`src/rtl/serial_link_pkg.sv`:
```
// Shared definitions for the bit-serial link.
// Contents: link state encoding, line levels, and frame-length helper.
package serial_link_pkg;

    typedef enum logic [2:0] {
        IDLE   = 3'd0,
        START  = 3'd1,
        DATA   = 3'd2,
        PARITY = 3'd3,
        STOP   = 3'd4
    } link_state_e;

    localparam logic IDLE_LEVEL  = 1'b1;
    localparam logic START_LEVEL = 1'b0;

    // Frame length in clk cycles: start + data + optional parity + stop bits.
    function automatic int unsigned frame_cycles(
        input int unsigned width,
        input int unsigned clks_per_bit,
        input int unsigned stop_bits,
        input bit          parity_en
    );
        return (1 + width + 32'(parity_en) + stop_bits) * clks_per_bit;
    endfunction

endpackage

```
`src/rtl/serial_bit_timer.sv`:
```
// Bit-period timer: counts 0..CLKS_PER_BIT-1 and flags the terminal count.
// Ports:
//   clk, rst_sync  clock and synchronous active-high reset
//   clear          hold the count at 0 (used while the link is idle)
//   tick_c         count is at terminal value this cycle
//   tick_next_c    count will be at terminal value next cycle
module serial_bit_timer #(
    parameter int unsigned CLKS_PER_BIT = 4
) (
    input  logic clk,
    input  logic rst_sync,
    input  logic clear,
    output logic tick_c,
    output logic tick_next_c
);

    localparam int unsigned CW     = (CLKS_PER_BIT > 1) ? $clog2(CLKS_PER_BIT) : 1;
    localparam int unsigned TC     = CLKS_PER_BIT - 1;
    localparam int unsigned PRE_TC = (CLKS_PER_BIT > 1) ? CLKS_PER_BIT - 2 : 0;

    logic [CW-1:0] count;

    // Wrapping cycle counter.
    always_ff @(posedge clk) begin
        if (rst_sync || clear || tick_c) begin
            count <= '0;
        end else begin
            count <= count + CW'(1);
        end
    end

    assign tick_c = (count == CW'(TC));

    // Lookahead so the owner can register outputs tied to the terminal cycle.
    always_comb begin
        tick_next_c = 1'b0;
        if (CLKS_PER_BIT == 1) begin
            tick_next_c = 1'b1;
        end else if (!clear && !tick_c) begin
            tick_next_c = (count == CW'(PRE_TC));
        end
    end

endmodule

```
`src/rtl/serial_frame_tx.sv`:
```
// Framed parallel-to-serial transmitter: start bit, data LSB first,
// optional even-parity bit, stop bit(s); each bit held CLKS_PER_BIT cycles.
// Optional feature macro: SERIAL_FRAME_TX_PARITY_EN (adds a parity bit).
// Ports:
//   clk, rst_sync      clock and synchronous active-high reset
//   in_data, in_valid  word offered for transmission
//   in_ready           accepting a word this cycle (IDLE only)
//   tx_out             serial line, idles high
//   busy               frame in progress
//   done               pulse on the last cycle of the final stop bit
module serial_frame_tx
    import serial_link_pkg::*;
#(
    parameter int unsigned WIDTH        = 8,
    parameter int unsigned CLKS_PER_BIT = 4,
    parameter int unsigned STOP_BITS    = 1
) (
    input  logic             clk,
    input  logic             rst_sync,
    input  logic [WIDTH-1:0] in_data,
    input  logic             in_valid,
    output logic             in_ready,
    output logic             tx_out,
    output logic             busy,
    output logic             done
);

    localparam int unsigned BW = $clog2(WIDTH + 1);
`ifdef SERIAL_FRAME_TX_PARITY_EN
    localparam bit PARITY_EN = 1'b1;
`else
    localparam bit PARITY_EN = 1'b0;
`endif
    localparam int unsigned FRAME_CYCLES = frame_cycles(WIDTH, CLKS_PER_BIT, STOP_BITS, PARITY_EN);

    // Reject unsupported configurations at elaboration.
    if (WIDTH < 1 || WIDTH > 32 || CLKS_PER_BIT < 1 || STOP_BITS < 1 || STOP_BITS > 2
        || FRAME_CYCLES < 3) begin : g_bad_cfg
        $error("serial_frame_tx: unsupported parameter set");
    end

    link_state_e      state_q, state_n;
    logic [BW-1:0]    bit_q, bit_n;
    logic [WIDTH-1:0] shift_q, shift_n;
    logic             tx_n, done_n;
    logic             tick_c, tick_next_c;
`ifdef SERIAL_FRAME_TX_PARITY_EN
    logic             parity_q, parity_n;
`endif

    serial_bit_timer #(
        .CLKS_PER_BIT (CLKS_PER_BIT)
    ) u_timer (
        .clk         (clk),
        .rst_sync    (rst_sync),
        .clear       (state_q == IDLE),
        .tick_c      (tick_c),
        .tick_next_c (tick_next_c)
    );

    // Next-state and next-output logic; outputs are registered from next values.
    always_comb begin
        state_n  = state_q;
        bit_n    = bit_q;
        shift_n  = shift_q;
`ifdef SERIAL_FRAME_TX_PARITY_EN
        parity_n = parity_q;
`endif
        unique case (state_q)
            IDLE: begin
                if (in_valid) begin
                    state_n  = START;
                    shift_n  = in_data;
                    bit_n    = '0;
`ifdef SERIAL_FRAME_TX_PARITY_EN
                    parity_n = ^in_data;
`endif
                end
            end
            START: begin
                if (tick_c) begin
                    state_n = DATA;
                    bit_n   = '0;
                end
            end
            DATA: begin
                if (tick_c) begin
                    shift_n = shift_q >> 1;
                    if (bit_q == BW'(WIDTH - 1)) begin
`ifdef SERIAL_FRAME_TX_PARITY_EN
                        state_n = PARITY;
`else
                        state_n = STOP;
`endif
                        bit_n   = '0;
                    end else begin
                        bit_n = bit_q + BW'(1);
                    end
                end
            end
`ifdef SERIAL_FRAME_TX_PARITY_EN
            PARITY: begin
                if (tick_c) begin
                    state_n = STOP;
                    bit_n   = '0;
                end
            end
`endif
            STOP: begin
                if (tick_c) begin
                    if (bit_q == BW'(STOP_BITS - 1)) begin
                        state_n = IDLE;
                        bit_n   = '0;
                    end else begin
                        bit_n = bit_q + BW'(1);
                    end
                end
            end
            default: begin
                state_n = IDLE;
                bit_n   = '0;
            end
        endcase

        // Line level for the cycle after this edge.
        unique case (state_n)
            START:   tx_n = START_LEVEL;
            DATA:    tx_n = shift_n[0];
`ifdef SERIAL_FRAME_TX_PARITY_EN
            PARITY:  tx_n = parity_n;
`endif
            default: tx_n = IDLE_LEVEL;
        endcase

        done_n = (state_n == STOP) && (bit_n == BW'(STOP_BITS - 1)) && tick_next_c;
    end

    always_ff @(posedge clk) begin
        if (rst_sync) begin
            state_q  <= IDLE;
            bit_q    <= '0;
            shift_q  <= '0;
            tx_out   <= IDLE_LEVEL;
            in_ready <= 1'b1;
            busy     <= 1'b0;
            done     <= 1'b0;
`ifdef SERIAL_FRAME_TX_PARITY_EN
            parity_q <= 1'b0;
`endif
        end else begin
            state_q  <= state_n;
            bit_q    <= bit_n;
            shift_q  <= shift_n;
            tx_out   <= tx_n;
            in_ready <= (state_n == IDLE);
            busy     <= (state_n != IDLE);
            done     <= done_n;
`ifdef SERIAL_FRAME_TX_PARITY_EN
            parity_q <= parity_n;
`endif
        end
    end

endmodule

```
`config.mk`:
```
export PLATFORM = sky130hd
export DESIGN_NAME = serial_frame_tx
export DESIGN_NICKNAME = d
export VERILOG_FILES = /design/src/rtl/serial_link_pkg.sv /design/src/rtl/serial_bit_timer.sv /design/src/rtl/serial_frame_tx.sv
export SDC_FILE = /design/constraint.sdc
export NUM_CORES = 1
export LEC_CHECK = 0
export BUFFER_PORTS_ARGS = -buffer_cell sky130_fd_sc_hd__buf_2
export CAP_MARGIN = 20
export CORE_MARGIN = 4
export CORE_UTILIZATION = 25
export CTS_BUF_LIST = sky130_fd_sc_hd__clkbuf_8
export DETAILED_ROUTE_END_ITERATION = 12
export MAX_ROUTING_LAYER = met4
export PLACE_DENSITY_LB_ADDON = 0.15
export SKIP_CTS_REPAIR_TIMING = 1
export SLEW_MARGIN = 20
export SYNTH_ARGS = -nofsm -noshare
export SYNTH_HDL_FRONTEND = slang
export SYNTH_SLANG_ARGS = --single-unit
```
`constraint.sdc`:
```
create_clock -name clk -period 1.7 [get_ports clk]
set_clock_uncertainty 0.15 [all_clocks]
set_input_delay 0.17 -clock clk [delete_from_list [all_inputs] [get_ports clk]]
set_output_delay 0.17 -clock clk [all_outputs]
set_load 0.05 [all_outputs]
```
==> reports/metrics.cfg, run 1 <==
[outcome]
status = finished, final reports clean

[clock_tree]
cts_root_buf = clkbuf_8
cts_buffers = 3
clk_latency_ns = 0.26
cts_tree = yes
clkTransAtPathRegs_ns = 0.08
cts_htree_levels = 1
ctsLongestPathBuffers = 2
cts.sinks = 21

[sta]
worst_pin_slew_ns = 0.334
fmax_mhz = 607
hold_violations = 0
max_slew_margin_pct = 77.7
min_period_over_period_pct = 96.9
drv_slew = 0
fin_crit_ns = 1.65
setup_violations = 0
fin_setup_tns_ns = 0
rsz0062_at_grt = true

[drt]
vias = 866
wl_per_cell_microns = 12.0
via_per_inst = 4.68
ant_nets = 0
drt-initial-drc-count = 37
route.detailed.drc = 0
drt_pass1_iterations = 4
routed_wl_mm = 2.21

[logic_synthesis]
seq_area_frac_synth_pct = 41.4
synth_adder_area_share_pct = 4.93
syn_area_per_cell_sq_um = 9.14
yosys.area_share.simple_pct = 24.8
synth_top_area_cell = dfxtp_1
ys_ff_latch = 21
synth_top_family_by_area = simple AND/OR/NAND/NOR gates
yosys_warnings = 0
synth_top_area_share_pct = 41.4
synth_mux_area_share_pct = 0
syn_area_sq_um = 1010
yosys.cell_types.count = 36
syn_nets = 126
yosys-top-cells-area = dfxtp_1, a21oi_1, ha_1, a22oi_1, nand2_1
synthCells = 111
synth_xor_area_share_pct = 3.45
synth_compound_area_share_pct = 18.2

[floorplan]
dieArea_sq_um = 5140
fp.dieW_microns = 71.7
core_sq_um = 3800
fp.dieH_microns = 71.7
rows = 22
ios = 15
start_util_pct = 26.7

[setup_path]
endpoint = done
worstSetupEndpointType = flop
arrival_ns = 1.68
worst-path-buf-inv = 1
path_depth = 7
cp.required_ns = 1.73
critical_path_class = reg2reg
reg2reg_depth = 7
r2r_start = bit_q[1]
slowest_delay_ns = 0.34
cp_slowest_cell = dfxtp_1
cp_top_family = simple AND/OR/NAND/NOR gates
cp_cell_sequence = inv_1 -> ha_2 -> nand4bb_4 -> nand3b_4 -> o21ai_2 -> a32o_1 -> nor4_2
crit_start = bit_q[1]
crit_fanout = 4
critPathLaunchType = flop
rrSetupSlack_ns = 0.05
r2r-end = done

[grt]
met2_usage_pct = 15.5
grt_pass1_wl_mm = 3.81
met1_usage_pct = 10.5
grt.busiest_layer = met2
grt_overflow = 0
grtUsageMet3_pct = 3.37
antenna_found_initial = 0
grt_pass1_vias = 872
grt_max_degree = 18
grt_use_total_pct = 9.60

[final_layout]
finalNetCount = 153
synthToLayoutAreaGrowth_pct = 29.6
utilization_pct = 34.6
instances_no_fill = 185
drive_above_1_share_pct = 31.4
diodes = 0

[placed_design]
post-dp-hpwl_mm = 1.63
portBuffers = 14
gp_congestion = 0.808
dp_cells = 178

[pwr]
leakagePower_nw = 0.533
ir_drop_v = 0.000392
power.density_nw_per_um2 = 742

[min_path]
min_path_type = in2reg
min_from = in_data[1]

[job]
maxCapViolations = 0

-- tightest hold or removal path, stage by stage --
cell and delay [ns]:
buf_2 0.07, a22oi_1 0.06, a21oi_1 0.12
-- cell type report --
cell class / instances / area [sq um]
multi-input cells: 77 / 553
well taps: 48 / 60.1
flip-flops and latches: 21 / 424
repair buffers: 29 / 210
clock buffers: 3 / 41.3
fillers: 414 / 2480
inverters: 6 / 22.5
clock inverters: 1 / 3.75
-- cell usage after synthesis, drive strengths merged --
| cell | count |
|---|---|
| nor4bb | 1 |
| nor3 | 3 |
| nand3 | 2 |
| dfxtp | 21 |
| clkbuf | 2 |
| nand3b | 1 |
| inv | 6 |
| a21oi | 12 |
| a211o | 1 |
| xnor2 | 2 |
| ha | 4 |
| nand2b | 2 |
| a31oi | 1 |
| nor2b | 2 |
| nor4 | 1 |
| nand2 | 11 |
| a32o | 2 |
| xor2 | 2 |
| a22oi | 6 |
| nor2 | 9 |
| nand4 | 2 |
| a22o | 1 |
| buf | 5 |
| and3b | 1 |
| o31ai | 1 |
| nand4bb | 1 |
| nor3b | 2 |
| and3 | 1 |
| nand4b | 1 |
| o21ai | 5 |
-- layout by cell type (no fill, tap or decap), types with 2 or more instances in the layout --
cell type	count
dfxtp_2	3
nand4_1	2
xor2_1	2
buf_2	14
a21oi_1	12
nor2_1	8
o21ai_0	4
xnor2_1	2
buf_12	2
nor2b_1	2
nor3_1	2
a32o_1	2
nand2_1	11
a22oi_1	6
clkbuf_8	3
nor3b_1	2
ha_1	2
buf_4	12
dfxtp_1	18
inv_1	7
nand3_1	2
-- through the flow --
step / total power [W] / worst slack (ns) / hold WS, ns / area, sq um
floorplan: 0.000614 / 0.0752 / 0.161 / 1010
global placement: 0.000654 / -0.0590 / 0.250 / 1210
detailed placement: 0.000656 / -0.147 / 0.266 / 1210
CTS: 0.000987 / -0.159 / -0.0115 / 1250
global route: 0.00103 / -0.0648 / 0.0709 / 1320
finish: 0.000976 / 0.0523 / 0.0500 / 1320
-- worst min path at each step --
stage	to	depth (start not counted)	slack [ns]
2_1_floorplan	shift_q[7]	2	0.16
3_3_place_gp	shift_q[7]	3	0.25
3_5_place_dp	shift_q[7]	3	0.27
4_1_cts	shift_q[7]	3	-0.01
5_1_grt	shift_q[5]	3	0.07
6_report	shift_q[1]	3	0.05
-- power by group --
group | switching (W) | total [W] | internal (W)
clock network | 0.000162 | 0.000323 | 0.000161
registers | 0.0000120 | 0.000526 | 0.000514
logic | 0.0000715 | 0.000127 | 0.0000557
total | 0.000246 | 0.000976 | 0.000730
-- cell families after synthesis --
group / after synthesis
adders and majority gates: 4
DFF: 21
xor gates and xnor gates: 4
and+or+nand+nor: 40
buffers and inverters: 13
AOI/OAI and AO/OA: 29
-- state kept, by name, indices dropped and copies added (netlist names) --
register,flops
u_timer.count,2
shift_q,8
in_ready,1
done,1
tx_out,1
bit_q,4
state_q,3
busy,1
-- metal layers --
layer	wire length, microns	share of wire [%]
met1	1030	47
met2	1030	47
met3	105	4.7
met4	41	1.9
met5	0	0
Note: power is estimated with default switching activity, not from simulation.
==> run 2: changes to the inputs <==
CORE_MARGIN = 2   (was 4)
HOLD_SLACK_MARGIN = 0.12   (was unset)
==> run 2 against run 1 <==
First-iteration DRC count is 51% higher. Highest routed layer is now met3. Worst setup slack worse by 0.035 ns. Largest cell class unchanged. Wire length is 1.2% lower. Fmax is 2.1% lower. Die area is 11% lower. Via count is 0.69% higher. Global-route usage is 1.5 points higher. Hold slack better by 0.014 ns. Critical path depth is 1 lower. Non-clock buffer count is 5 higher. Count of clock-buffer cells in the layout stayed put. Critical path type unchanged. Design area is 3.3% higher.
==> reports/metrics.cfg, run 2 (synthesized netlist as in run 1, its figures left out) <==
[clock_tree]
cts_root_buf = clkbuf_8  ; unchanged
cts_tree = yes  ; unchanged
cts_buffers = 3  ; unchanged
clkTransAtPathRegs_ns = 0.07  ; was 0.08 ns
clk_latency_ns = 0.26  ; about the same
cts_htree_levels = 1  ; unchanged
ctsLongestPathBuffers = 2  ; unchanged
cts.sinks = 21  ; unchanged

[grt]
grt_use_total_pct = 11.2  ; was 9.60%
grt_pass1_wl_mm = 3.68  ; was 3.81 mm
grt_overflow = 0  ; unchanged
grt_pass1_vias = 855  ; was 872
grt_max_degree = 18  ; unchanged
antenna_found_initial = 0  ; unchanged

[final_layout]
largest_register_ffs = 8  ; unchanged
drive_above_1_share_pct = 31.7  ; was 31.4%
synthToLayoutAreaGrowth_pct = 33.9  ; was 29.6%
regMostFlops = shift_q  ; unchanged
finalNetCount = 158  ; was 153
instances_no_fill = 192  ; was 185
final_cell_mix = dfxtp_1, buf_2, buf_4, nand2_1, a21oi_1  ; was dfxtp_1, buf_2, a21oi_1, buf_4, nand2_1
reg_top3 = shift_q: 8 flops, bit_q: 4 flops, state_q: 3 flops  ; unchanged
diodes = 0  ; unchanged
final_common_cell = dfxtp_1  ; unchanged

[drt]
drt_pass1_iterations = 4  ; unchanged
drt-initial-drc-count = 56  ; was 37
via_per_inst = 4.54  ; was 4.68
ant_nets = 0  ; unchanged
routed_wl_mm = 2.19  ; was 2.21 mm
route.detailed.drc = 0  ; unchanged
vias = 872  ; was 866
wl_per_cell_microns = 11.4  ; was 12.0 microns

[setup_path]
worstSetupEndpointType = flop  ; unchanged
r2r-end = done  ; unchanged
crit_fanout = 9  ; was 4
crit_start = u_timer.count[1]  ; was bit_q[1]
r2r_start = u_timer.count[1]  ; was bit_q[1]
endpoint = done  ; unchanged
rrSetupSlack_ns = 0.02  ; was 0.05 ns
critical_path_class = reg2reg  ; unchanged
critPathLaunchType = flop  ; unchanged
arrival_ns = 1.71  ; was 1.68 ns
reg2reg_depth = 6  ; was 7
cp.required_ns = 1.72  ; was 1.73 ns

[sta]
fin_crit_ns = 1.68  ; was 1.65 ns
min_period_over_period_pct = 99.0  ; was 96.9%
setup_violations = 0  ; unchanged
rsz0062_at_grt = true  ; unchanged
worst_pin_slew_ns = 0.331  ; was 0.334 ns
max_slew_margin_pct = 77.8  ; was 77.7%
fmax_mhz = 594  ; was 607 MHz
hold_violations = 0  ; unchanged
drv_slew = 0  ; unchanged
whs_ns = 0.0637  ; was 0.0500 ns

[floorplan]
fp.dieH_microns = 67.7  ; was 71.7 microns
fp.dieW_microns = 67.7  ; was 71.7 microns
ios = 15  ; unchanged
core_sq_um = 3940  ; was 3800 sq um
dieArea_sq_um = 4580  ; was 5140 sq um
rows = 23  ; was 22
start_util_pct = 25.7  ; was 26.7%

[placed_design]
gp_congestion = 0.795  ; was 0.808
post-dp-hpwl_mm = 1.61  ; was 1.63 mm
portBuffers = 14  ; unchanged
dp_cells = 180  ; was 178

[min_path]
whs_path_depth = 3  ; unchanged
min_path_type = in2reg  ; unchanged

[outcome]
status = finished, final reports clean  ; unchanged

[pwr]
ir_drop_v = 0.000416  ; was 0.000392 V
power.total_w = 0.000970  ; was 0.000976 W
leakagePower_nw = 0.550  ; was 0.533 nW
power.density_nw_per_um2 = 714  ; was 742 nW/um^2

[job]
maxCapViolations = 0  ; unchanged

run 2: cell count changes in the layout (fill, tap and decap cells not counted):
cell           delta
ha_2              -1
a21oi_2           +1
o21ai_1           +1
ha_1              +1
dfxtp_1           -2
dlygate4sd3_1     +5
o21ai_0           -1
buf_4             +1
dfxtp_2           +2
buf_12            -1
a21oi_1           -1
run 2: how the worst min path moves through the flow:
stage	from	end	slack, ns
final	in_data[1]	shift_q[1]	0.06
after global routing	in_data[1]	shift_q[1]	0.12
after CTS	in_data[7]	shift_q[7]	-0.01
after detailed placement	in_data[7]	shift_q[7]	0.26
after global placement	in_data[7]	shift_q[7]	0.25
after floorplan	in_data[7]	shift_q[7]	0.16
run 2: metal layers:
layer / GRT usage (%) / wire (microns) / share of wire (%) / up-vias
li1: - / - / - / 451
met1: 13.2 / 1050 / 48 / 403
met2: 17.6 / 1030 / 47 / 18
met3: 4.33 / 103 / 4.7 / 0
met4: 2.81 / 0 / 0 / 0
met5: - / 0 / 0 / -
run 2: where the power goes:
part	internal [W]	total [W]	switching (W)
registers	0.000514	0.000526	0.0000127
logic	0.0000554	0.000126	0.0000710
clock network	0.000161	0.000317	0.000156
total	0.000730	0.000970	0.000240
run 2: per-stage QoR:
stage               instance area [sq um]  util, %  setup WS (ns)  setup TNS [ns]
floorplan                            1010        -         0.0752               0
global placement                     1190     30.1        -0.0486          -0.234
detailed placement                   1190     30.1         -0.169          -0.536
CTS                                  1230     31.3         -0.175          -0.629
global route                         1360     34.5        -0.0705          -0.155
finish                               1360     34.5         0.0168               0
run 2: area by class of cell:
| cell class | count | area (sq um) |
|---|---|---|
| sequential | 21 | 427 |
| multi-input combinational | 77 | 554 |
| clock buffer | 3 | 41.3 |
| tap | 50 | 62.6 |
| clock inverter | 1 | 3.75 |
| inverter | 6 | 22.5 |
| timing repair buffer | 34 | 248 |
| fill | 416 | 2580 |
run 2: worst max-delay path: stages, from the launching register on:
cell	delay, ns
dfxtp_2	0.36
ha_4	0.20
nand4b_1	0.17
inv_1	0.10
o21ai_2	0.07
a32o_1	0.27
nor4_2	0.27
